$ cat src/rtl/lzd_32bit_if.sv
// Data bundle for the registered leading-zero detector.
// The master drives the word; the slave returns the count and non-zero flag.
interface lzd_32bit_if #(
   parameter int WIDTH = 32
);
   localparam int CW = $clog2(WIDTH);

   logic [WIDTH-1:0] in;
   logic [CW-1:0]    out;
   logic             valid;

   modport master (output in, input out, valid);
   modport slave  (input in, output out, valid);
endinterface

$ cat src/rtl/lzd_32bit.sv
// Registered leading-zero detector for 16- or 32-bit words.
// A pairwise merge tree of 2-bit cells feeds a single output register.
module lzd_32bit #(
   parameter int WIDTH = 32,
   parameter int CW    = $clog2(WIDTH)
) (
   input  logic        clk,
   input  logic        rst,
   lzd_32bit_if.slave  bus
);

   if (WIDTH != 16 && WIDTH != 32) begin : g_bad_width
      $error("lzd_32bit: WIDTH must be 16 or 32");
   end

   localparam int NC = WIDTH / 2;

   logic [CW-1:0] cnt [CW][NC];
   logic          vld [CW][NC];

   logic [CW-1:0] out_d, out_q;
   logic          valid_d, valid_q;

   always_comb begin
      for (int l = 0; l < CW; l++) begin
         for (int i = 0; i < NC; i++) begin
            cnt[l][i] = '0;
            vld[l][i] = 1'b0;
         end
      end
      for (int i = 0; i < NC; i++) begin
         vld[0][i] = bus.in[2*i+1] | bus.in[2*i];
         cnt[0][i] = {{(CW-1){1'b0}}, ~bus.in[2*i+1]};
      end
      // Upper half wins when valid; otherwise its full width is zeros.
      for (int l = 1; l < CW; l++) begin
         for (int i = 0; i < (WIDTH >> (l + 1)); i++) begin
            if (vld[l-1][2*i+1])
               cnt[l][i] = cnt[l-1][2*i+1];
            else
               cnt[l][i] = cnt[l-1][2*i] | (CW'(1) << l);
            vld[l][i] = vld[l-1][2*i+1] | vld[l-1][2*i];
         end
      end
      valid_d = vld[CW-1][0];
      out_d   = valid_d ? cnt[CW-1][0] : '0;
   end

   always_ff @(posedge clk or posedge rst) begin
      if (rst) begin
         out_q   <= '0;
         valid_q <= 1'b0;
      end else begin
         out_q   <= out_d;
         valid_q <= valid_d;
      end
   end

   assign bus.out   = out_q;
   assign bus.valid = valid_q;

endmodule

$ cat src/flat_wrapper.sv
// flat-port wrapper written by rule: the top's interface ports become plain ports
module lzd_32bit_flat 
#(
   parameter int WIDTH = 32,
   parameter int CW    = $clog2(WIDTH)
)
  (clk, rst, bus_in, bus_out, bus_valid);
  lzd_32bit_if #(.WIDTH(WIDTH)) bus_i ();
  input  logic clk;
  input  logic rst;
  input wire logic [$bits(bus_i.in)-1:0] bus_in;
  output wire logic [$bits(bus_i.out)-1:0] bus_out;
  output wire logic [$bits(bus_i.valid)-1:0] bus_valid;
  assign bus_i.in = bus_in;
  assign bus_out = bus_i.out;
  assign bus_valid = bus_i.valid;
  lzd_32bit #(.WIDTH(WIDTH), .CW(CW)) u_core (.clk(clk), .rst(rst), .bus(bus_i));
endmodule
$ cat config.mk
export PLATFORM = sky130hd
export DESIGN_NAME = lzd_32bit_flat
export DESIGN_NICKNAME = d
export VERILOG_FILES = /design/src/rtl/lzd_32bit_if.sv /design/src/rtl/lzd_32bit.sv /design/src/flat_wrapper.sv
export SDC_FILE = /design/constraint.sdc
export NUM_CORES = 1
export LEC_CHECK = 0
export ABC_AREA = 1
export BUFFER_PORTS_ARGS = -buffer_cell sky130_fd_sc_hd__buf_4
export CAP_MARGIN = 5
export CORE_MARGIN = 2
export CORE_UTILIZATION = 41
export DETAILED_ROUTE_END_ITERATION = 7
export PLACE_DENSITY = 0.78
export SYNTH_ARGS = -nofsm -noshare
export SYNTH_HDL_FRONTEND = slang
export SYNTH_SLANG_ARGS = --single-unit
$ cat constraint.sdc
create_clock -name clk -period 0.8 [get_ports clk]
set_input_delay 0.12 -clock clk [delete_from_list [all_inputs] [get_ports clk]]
set_output_delay 0.12 -clock clk [all_outputs]
set_load 0.02 [all_outputs]
==> results.md <==
- Status: complete, but fails checks
- Failing checks: setup timing
- Post-synth EDFFs: 0
- Min Hold Slack: 0.269 ns
- Worst Hold Depth: 6
- TNS Setup: -0.361 ns
- Detail Placement HPWL: around 1400 microns
- FF+latch count, synth: 6
- Unrepaired setup endpoints after global routing: yes
- Cells after Synth: 97
- Fin nets: 191
- Hold Crit Start: bus_in[15]
- H-tree depth: 1
- Clk slew on worst S/H paths: about 0.040 ns
- Largest net degree at the start of global routing: 7
- Synth cell count leaders: nand2_1 (18), nor2_1 (12), inv_1 (11)
- Leading register cell type out of synthesis: dfrtp_1
- Slew Limit Fails: 0
- Syn. warnings: 0
- Die W: around 43 microns
- Initial antenna violation count: 0
- VDD IR max: 0.472 mV
- Global-route wire length before repair: about 2900 microns
- Worst setup SP type: flop
- Delay-heaviest family, CP: flip-flops
- Core area: 1470 sq um
- HP Class: input port to flop
- Num CTS Buffers: 3
- GRT Overall Usage: 20.6%
- Fin crit period: 0.867 ns
- Synth Net Count: 131
- CTS root buf: clkbuf_4
- Largest cells by area after synthesis: dfrtp_1 (24%), nand2_1 (11%), nor2_4 (8.9%)
- Row count: 14
- Endpoint type of the worst setup path: output pin
- Top-area cell type share of the netlist area: around a quarter
- I/O pin cnt: 40
- Avg Cell Area, Syn: around 6.5 sq um
- CTS tree: yes
- Area of the multi-input gates: just under 500 sq um
- CP Class: flop to output pin
- Fin. Hold Viols: 0
- CP Max Fanout: 1
- Layout fillers: 102
- WP data arrival: 0.75 ns
- Hold Path End: u_core.bus.out[0]
- Starting Density: 43.0%
- Synth Cell Area: 633 sq um
- Critical Path RT: 0.68 ns
- Count leader, synth: nand2_1
- Post-synthesis cell type count: 20
- Maximum clock frequency: 1.15 GHz
- Routed WL: around 1800 microns
- Max_slew headroom: 85.2%
- DR WL/cell: 10.6 microns
- CTS Buffer Depth: 2
- Slowest stage delay, CP: 0.37 ns
- Max Cap Violations: 0
- Final core utilization: around 84%
- Initial DRC count: 10
- CTS sink cnt: 6
- Die area: 1870 sq um
- N_diodes: 0
- DRC viols: 0
- Total grt overflow: 0
- PD cells: ~810 nW/um^2
- Worst-Margin Slew: about 0.22 ns
- Sequential share of the synthesized area: 23.7%
- Setup ws final: -0.0674 ns
- DR vias: roughly 770
- Buf/Inv on CP: 1
- Crit path max-delay cell type: dfrtp_1
- PortBufs: 39
- Vias in the first global route: 808
- Leading area contributor after synthesis: dfrtp_1
- Cells along the critical path: buf_6
- Layout cells sized above 1: between 60 and 70%
- Final period util: 108%
- Synthesis-to-layout area growth: 95.7%
- Sequential cell area: 150 sq um
- DIE HEIGHT: about 43 microns
- Async S/R FF share, synth: 100%
- Drt pass-1 iters: 4
- Gp weighted congestion: 0.728
- ANT nets after route: 0
- Setup-failing EPs final: 7
- DR vias/cell: roughly 4.5
- P_leak: slightly below 0.0007 uW
[layout by cell type (no fill, tap or decap), types with 5 or more instances in the layout]
cell type,count
buf_4,42
nand2_1,13
inv_1,6
nor2_4,12
o21ai_0,5
dfrtp_1,6
buf_6,10
nand2_4,6
inv_2,8
nor2_1,6
nand2_2,9
a21oi_1,7
inv_4,6
[flip-flops by register name (all words and copies together) (netlist names)]
name and flops:
u_core.bus.valid 1, u_core.bus.out 5
[per-layer routing]
metal  track usage, %  routed length (microns)  up-vias
met2             42.4                     1080       25
met3             1.28                       94        2
met5                0                        0        -
met4             7.27                       17        0
met1             20.7                      629      337
li1                 -                        -      408
[cell type report]
cell class / count / share of cell area [%]
clock buffers: 3 / 1.82
inverters: 21 / 7.58
multi-input cells: 70 / 39.1
flip-flops and latches: 6 / 12.1
well taps: 16 / 1.62
repair buffers: 55 / 37.8
[timing repair]
item | CTS | global route
setup buffers | 0 | 4
hold buffers | 1 | 0
pin swaps | 0 | 16
setup endpoints to repair | 6 | 11
gates resized for setup | 6 | 26
endpoints found under the hold margin | 6 | 0
[through the flow]
step / total power [uW] / setup WS [ns] / instances / cell area (sq um)
final: 1010 / -0.0674 / 171 / 1240
after global routing: 1070 / -0.0883 / 171 / 1240
after CTS: 966 / -0.0801 / 167 / 1140
after detailed placement: 670 / -0.256 / 163 / 1080
after global placement: 659 / -0.213 / 163 / 1080
after floorplan: 461 / -0.0371 / 97 / 686
[where the power goes]
part           switching (uW)  internal (uW)  total, uW
sequential               3.68            312        316
clock                     108            170        277
combinational             182            233        415
total                     293            715       1010
[logic make-up after synthesis]
group | Yosys count | synth area share [%]
compound gates | 16 | 13.4
flops | 6 | 23.7
buf+inv | 21 | 12.8
simple gates | 54 | 50.0
[worst max path at each step]
stage                       from           endpoint  slack (ns)  depth (start not counted)
5_1_grt        u_core.bus.out[2]         bus_out[2]       -0.09                          1
3_5_place_dp           bus_in[4]  u_core.bus.out[1]       -0.26                          8
6_report       u_core.bus.out[2]         bus_out[2]       -0.07                          1
4_1_cts        u_core.bus.out[3]         bus_out[3]       -0.08                          1
2_1_floorplan         bus_in[22]  u_core.bus.out[1]       -0.04                          8
3_3_place_gp          bus_in[14]  u_core.bus.out[1]       -0.21                          8
Note: power is estimated with default switching activity, not from simulation.
